**src/rtl/vdg_pkg.sv**
```systemverilog
// Shared constants and types for the MC6847X display address path.
// Latency: none (declarations only).
// Backpressure: none (declarations only).
//
// Contents: graphics mode codes, row widths in bytes, row repeat counts,
// the alpha character height, and the packed {width, repeat} record that
// is produced by the mode decoder.
package vdg_pkg;

  // Graphics mode codes carried on gm while ang=1.
  localparam logic [2:0] GM0 = 3'd0;
  localparam logic [2:0] GM1 = 3'd1;
  localparam logic [2:0] GM2 = 3'd2;
  localparam logic [2:0] GM3 = 3'd3;
  localparam logic [2:0] GM4 = 3'd4;
  localparam logic [2:0] GM5 = 3'd5;
  localparam logic [2:0] GM6 = 3'd6;
  localparam logic [2:0] GM7 = 3'd7;

  // Bytes fetched per stored row.
  localparam logic [5:0] ROW_BYTES_16 = 6'd16;
  localparam logic [5:0] ROW_BYTES_32 = 6'd32;

  // Number of scanlines on which each stored row is shown.
  localparam logic [3:0] REP_1  = 4'd1;
  localparam logic [3:0] REP_2  = 4'd2;
  localparam logic [3:0] REP_3  = 4'd3;
  localparam logic [3:0] REP_12 = 4'd12;

  // Scanlines per alpha character row.
  localparam logic [3:0] ALPHA_ROWS = 4'd12;

  // Per-mode row geometry.
  typedef struct packed {
    logic [5:0] w;  // bytes per stored row
    logic [3:0] r;  // scanlines per stored row
  } mode_cfg_t;

endpackage

```
**src/rtl/vdg_mode_decode.sv**
```systemverilog
// Maps {ang, gm} to row geometry (bytes per row, scanlines per row).
// Latency: purely combinational, zero cycles.
// Backpressure: none; output follows the inputs.
//
// Ports:
//   ang_i  in  1 : 0 = alpha/semigraphics, 1 = graphics
//   gm_i   in  3 : graphics mode 0-7 (ignored when ang_i=0)
//   cfg_o  out   : packed {w, r}
module vdg_mode_decode
  import vdg_pkg::*;
(
  input  logic       ang_i,
  input  logic [2:0] gm_i,
  output mode_cfg_t  cfg_o
);

  always_comb begin
    // Alpha geometry is the default: 32 bytes, 12 scanlines per character row.
    cfg_o = '{w: ROW_BYTES_32, r: REP_12};
    if (ang_i) begin
      case (gm_i)
        GM0, GM1: cfg_o = '{w: ROW_BYTES_16, r: REP_3};
        GM2:      cfg_o = '{w: ROW_BYTES_32, r: REP_3};
        GM3:      cfg_o = '{w: ROW_BYTES_16, r: REP_2};
        GM4:      cfg_o = '{w: ROW_BYTES_32, r: REP_2};
        GM5:      cfg_o = '{w: ROW_BYTES_16, r: REP_1};
        GM6, GM7: cfg_o = '{w: ROW_BYTES_32, r: REP_1};
        default:  cfg_o = '{w: ROW_BYTES_32, r: REP_1};
      endcase
    end
  end

endmodule

```
**src/rtl/display_address_sequencer.sv**
```systemverilog
// Video RAM fetch address and alpha character-row sequencer.
// Latency: preload/hsn fall/fsn low sampled at edge n take effect at n+1.
// Backpressure: none; preloads past the row width are ignored (da saturates).
//
// Ports:
//   clk, reset_n   : pixel clock, async active-low reset
//   fsn            : frame sync (active low, level); clears all counters
//   hsn            : line sync (active low); falling edge ends a scanline
//   preload        : one strobe per byte fetch
//   ang, gm        : display mode inputs, latched at frame sync / line end
//   da             : fetch address
//   alpha_row      : character scanline 0-11
//   rp             : one-cycle pulse when alpha_row wraps 11 -> 0
module display_address_sequencer
  import vdg_pkg::*;
#(
  parameter int ADDR_W = 13
) (
  input  logic              clk,
  input  logic              reset_n,
  input  logic              fsn,
  input  logic              hsn,
  input  logic              preload,
  input  logic              ang,
  input  logic [2:0]        gm,
  output logic [ADDR_W-1:0] da,
  output logic [3:0]        alpha_row,
  output logic              rp
);

  mode_cfg_t         dec_cfg;
  mode_cfg_t         cfg_q, cfg_d;
  logic              ang_q, ang_d;
  logic              hsn_q;
  logic [ADDR_W-1:0] da_q, da_d;
  logic [ADDR_W-1:0] base_q, base_d;
  logic [5:0]        byte_cnt_q, byte_cnt_d;
  logic [3:0]        rep_cnt_q, rep_cnt_d;
  logic [3:0]        alpha_row_q, alpha_row_d;
  logic              rp_q, rp_d;
  logic              hsn_fall;
  logic [ADDR_W-1:0] next_row;

  vdg_mode_decode u_mode_decode (
    .ang_i (ang),
    .gm_i  (gm),
    .cfg_o (dec_cfg)
  );

  assign hsn_fall = hsn_q & ~hsn;
  // Start of the next stored row; wraps modulo 2^ADDR_W by construction.
  assign next_row = base_q + ADDR_W'(cfg_q.w);

  always_comb begin
    cfg_d       = cfg_q;
    ang_d       = ang_q;
    da_d        = da_q;
    base_d      = base_q;
    byte_cnt_d  = byte_cnt_q;
    rep_cnt_d   = rep_cnt_q;
    rp_d        = 1'b0;
    alpha_row_d = ang_q ? 4'd0 : alpha_row_q;

    if (!fsn) begin
      cfg_d       = dec_cfg;
      ang_d       = ang;
      da_d        = '0;
      base_d      = '0;
      byte_cnt_d  = '0;
      rep_cnt_d   = '0;
      alpha_row_d = '0;
    end else if (hsn_fall) begin
      // The line just finished is closed out with the geometry it was fetched
      // with; the newly sampled mode governs the following line.
      cfg_d      = dec_cfg;
      ang_d      = ang;
      byte_cnt_d = '0;
      if (rep_cnt_q == cfg_q.r - 4'd1) begin
        rep_cnt_d = '0;
        base_d    = next_row;
        da_d      = next_row;
      end else begin
        rep_cnt_d = rep_cnt_q + 4'd1;
        da_d      = base_q;
      end
      if (!ang_q) begin
        if (alpha_row_q == ALPHA_ROWS - 4'd1) begin
          alpha_row_d = '0;
          rp_d        = 1'b1;
        end else begin
          alpha_row_d = alpha_row_q + 4'd1;
        end
      end
    end else if (preload && (byte_cnt_q < cfg_q.w)) begin
      da_d       = da_q + ADDR_W'(1);
      byte_cnt_d = byte_cnt_q + 6'd1;
    end
  end

  always_ff @(posedge clk or negedge reset_n) begin
    if (!reset_n) begin
      cfg_q       <= '{w: ROW_BYTES_32, r: REP_12};
      ang_q       <= 1'b0;
      hsn_q       <= 1'b1;
      da_q        <= '0;
      base_q      <= '0;
      byte_cnt_q  <= '0;
      rep_cnt_q   <= '0;
      alpha_row_q <= '0;
      rp_q        <= 1'b0;
    end else begin
      cfg_q       <= cfg_d;
      ang_q       <= ang_d;
      hsn_q       <= hsn;
      da_q        <= da_d;
      base_q      <= base_d;
      byte_cnt_q  <= byte_cnt_d;
      rep_cnt_q   <= rep_cnt_d;
      alpha_row_q <= alpha_row_d;
      rp_q        <= rp_d;
    end
  end

  assign da        = da_q;
  assign alpha_row = alpha_row_q;
  assign rp        = rp_q;

endmodule

```
**config.mk**
```make
export PLATFORM = sky130hd
export DESIGN_NAME = display_address_sequencer
export DESIGN_NICKNAME = d
export VERILOG_FILES = /design/src/rtl/vdg_pkg.sv /design/src/rtl/vdg_mode_decode.sv /design/src/rtl/display_address_sequencer.sv
export SDC_FILE = /design/constraint.sdc
export NUM_CORES = 1
export LEC_CHECK = 0
export BUFFER_PORTS_ARGS = -buffer_cell sky130_fd_sc_hd__buf_2
export CAP_MARGIN = 20
export CORE_MARGIN = 2
export CORE_UTILIZATION = 45
export CTS_BUF_LIST = sky130_fd_sc_hd__clkbuf_4
export CTS_CLUSTER_DIAMETER = 120
export DETAILED_ROUTE_END_ITERATION = 10
export SLEW_MARGIN = 40
export SYNTH_ARGS = -nofsm -noshare
export SYNTH_HDL_FRONTEND = slang
export SYNTH_SLANG_ARGS = --single-unit
```
**constraint.sdc**
```tcl
create_clock -name clk -period 5 [get_ports clk]
set_clock_uncertainty 0.05 [all_clocks]
set_input_delay 0.75 -clock clk [delete_from_list [all_inputs] [get_ports clk]]
set_output_delay 0.75 -clock clk [all_outputs]
set_load 0.02 [all_outputs]
```
==> flow_summary.toml <==
[timing]
relSlewSlack_pct = 54.24
worst_pin_slew_ns = 0.6864
rsz0062_at_grt = "no"
min_period_ns = 2.288
setup-tns-final_ns = 0
finalMaxSlewViolations = 0
whs_ns = 0.3147
finalHoldViolations = 0
post-route-period-util_pct = 45.77
fmax_mhz = 437.0
setup_ws_ns = 2.712
setup_violations = 0

[route]
wl_met2_mm = 2.567
met3_length_um = 190
first_pass_iters = 4
drc = 0
vias = 2079
ant_nets = 0
top_layer_used = "met4"
wire_per_inst_um = 15.05
drt_iter0_drc = 108
detail_route.vias_per_cell = 5.589
wl_met1_mm = 2.762
routed_wirelength_mm = 5.597

[synth]
yosysTopAreaCellShare_pct = 37.61
postSynthAreaPerCell_sq_um = 9.991
synthCells = 273
synth_area_leader_cell = "dfrtp_1"
ys_seq_elements = 44
yosys_warnings = 0
synth_flop_cell = "dfrtp_1"
ys_seq_area_share_pct = 40.50
netlist_area_sq_um = 2728
syn_nets = 291
yosys-top-cells-area = "dfrtp_1 38%, xor2_1 5.5%, nor2_1 4.0%, ha_1 3.7%, dfstp_2 2.9%"
ys_types = 61
postSynth.asyncResetShare_pct = 100.0
synth_edf_count = 0

[global_routing]
grt_pass1_wl_mm = 9.611
grt.total_usage_pct = 18.64
grt_antenna_before_repair = 0
grt_max_degree = 45
grt_overflow = 0
grt_pass1_vias = 2017

[place]
dp_hpwl_mm = 3.882
dpl.cell_count = 364
gp_congestion = 0.7751
place_ws_ns = 2.582
numPortBuffers = 26

[clocking]
h-tree-depth = 2
hold_buffers = 0
cts_tree = "built"
cts_buffers = 5
ctsResizeCount = 0
clk_pin_slew_ns = 0.13
cts_sinks = 44
clkLatencyLatePin_ns = 0.36
cts_buffer_depth = 2
post_cts_buffers = 0
root_buffer = "clkbuf_4"

[worst_setup_path]
path_class = "reg2reg"
ff2ff_setup_slack_ns = 2.71
critPathMaxStageDelay_ns = 0.47
arrival_ns = 2.50
cp_max_fo = 5
crit_chain = "ha_1 -> fa_1 -> and3_1 -> o311ai_0 -> a21oi_1 -> a211o_1"
cp-end-kind = "flop"
reg2reg_from = "cfg_q[8]$_DFFE_PN0N_"
cp_slowest_cell = "fa_1"
required_ns = 5.21
reg2reg_to = "da[8]$_DFFE_PN0P_"
reg2regPathDepth = 6
start_kind = "flop"

[cells_and_area]
synthToLayoutAreaGrowth_pct = 8.395
drive_gt1_share_pct = 21.55
layout.nets = 314
antennaDiodeCount = 0
instances_no_fill = 372

[pwr]
switching_share_pct = 30.58
comb_power_share_pct = 17.9
p_int_uw = 477.8
p_leak_uw = 0.001286
power_switching_uw = 210.5
seq_power_share_pct = 56.1
vdd_drop_max_v = 0.0001225
power.density_nw_per_um2 = 232.8
p_clk_share_pct = 26.0

[min_path]
min_path_type = "in2async"

[floorplanning]
die_w_um = 81.86
design.die.area_sq_um = 6700
row_count = 28
io-pin-count = 27
core_region_area_sq_um = 5886
die_h_um = 81.86
start_util_pct = 46.34

[flow_run]
max_cap_viol_count = 0

[outcome]
status = "finished clean"
layout make-up:
cell class | count | area, sq um
Tap cell | 75 | 93.84
Clock buffer | 7 | 52.55
Timing Repair Buffer | 27 | 140.1
Inverter | 9 | 33.78
Multi-Input combinational cell | 209 | 1526
Fill cell | 557 | 2929
Sequential cell | 44 | 1105
Clock inverter | 1 | 5.005
how the worst max path moves through the flow:
stage / start / end / slack [ns] / cells past startpoint
2_1_floorplan: cfg_q[9]$_DFFE_PN1N_ / da[9]$_DFFE_PN0P_ / 2.97 / 7
6_report: cfg_q[8]$_DFFE_PN0N_ / da[8]$_DFFE_PN0P_ / 2.71 / 6
3_3_place_gp: cfg_q[9]$_DFFE_PN1N_ / da[8]$_DFFE_PN0P_ / 2.50 / 6
5_1_grt: cfg_q[9]$_DFFE_PN1N_ / da[9]$_DFFE_PN0P_ / 2.56 / 7
4_1_cts: cfg_q[9]$_DFFE_PN1N_ / da[9]$_DFFE_PN0P_ / 2.70 / 7
3_5_place_dp: hsn / cfg_q[8]$_DFFE_PN0N_ / 2.58 / 7
cells by family after synthesis:
| kind of cell | share of synthesized area (%) |
|---|---|
| compound gates | 16.61 |
| xor+xnor | 8.945 |
| fa+ha+maj | 4.771 |
| buf+inv | 3.670 |
| flops | 40.50 |
| mux | 2.569 |
| simple gates | 22.94 |
placed cells by master, fill, tap and decap left out, types with 3 or more instances in the layout:
| master | Yosys | layout |
|---|---|---|
| nand4_1 | 10 | 10 |
| dfstp_2 | 3 | 3 |
| nor3_2 | 4 | 4 |
| nand2b_1 | 5 | 5 |
| nor2_1 | 29 | 29 |
| ha_1 | 8 | 8 |
| clkbuf_4 | 1 | 7 |
| buf_2 | 2 | 25 |
| dfrtp_1 | 41 | 41 |
| a211oi_1 | 3 | 3 |
| mux2i_1 | 7 | 7 |
| xnor2_1 | 9 | 9 |
| nor3_1 | 4 | 4 |
| nand4b_1 | 3 | 3 |
| and4_1 | 4 | 4 |
| a211oi_2 | 3 | 3 |
| nand2_1 | 18 | 18 |
| inv_1 | 8 | 8 |
| xor2_1 | 17 | 17 |
| a31oi_1 | 5 | 5 |
| o21ai_0 | 7 | 7 |
| a21oi_1 | 15 | 14 |
| nand3_1 | 12 | 12 |
power by group through the flow:
stage          logic, uW  registers, uW  clock network (uW)
4_1_cts              126            386                 191
3_3_place_gp         123            392                   0
2_1_floorplan       88.1            396                   0
5_1_grt              139            389                 203
3_5_place_dp         125            393                   0
6_report             123            386                 179
metal layers:
metal / vias to the layer above / track usage (%)
met5: - / 0
met4: 0 / 5.167
met3: 8 / 4.066
met2: 35 / 30.73
met1: 1000 / 24.64
li1: 1036 / -
Yosys cell counts, drive strengths merged (2+ instances only):
| master | count |
|---|---|
| nor2 | 29 |
| a211oi | 6 |
| nor3 | 8 |
| clkbuf | 4 |
| xor2 | 17 |
| dfrtp | 41 |
| nand2b | 6 |
| a2111oi | 3 |
| nor2b | 3 |
| and4 | 4 |
| o21ai | 9 |
| inv | 8 |
| xnor2 | 10 |
| a211o | 2 |
| a21oi | 16 |
| nand4 | 10 |
| nor4 | 4 |
| and2 | 2 |
| nand2 | 19 |
| ha | 8 |
| and3 | 3 |
| buf | 7 |
| o22ai | 2 |
| nand4b | 3 |
| nand3b | 2 |
| mux2i | 7 |
| dfstp | 3 |
| nand3 | 14 |
| o21a | 2 |
| nor3b | 2 |
| a31oi | 5 |
worst max-delay path, delay by kind of cell (launching register included):
family                     cells  cell delay [ns]
AOI/OAI and AO/OA              3             0.76
adders and majority gates      2             0.71
DFF                            1             0.44
and+or+nand+nor                1             0.24
registers in the layout, indices dropped and copies added, names as in the netlist:
| name | flops |
|---|---|
| alpha_row | 4 |
| cfg_q | 5 |
| rp | 1 |
| da | 13 |
| rep_cnt_q | 4 |
| base_q | 9 |
| ang_q | 1 |
| byte_cnt_q | 6 |
| hsn_q | 1 |
metrics by stage:
step                      power [uW]  cell area [sq um]  util (%)
after CTS                      702.3               2957     50.23
after floorplan                484.0               2728         -
after global placement         515.2               2893     49.15
final                          688.3               2957     50.23
after global routing           730.6               2957     50.23
after detailed placement       517.7               2899     49.26
(Power assumes the default switching activity.)
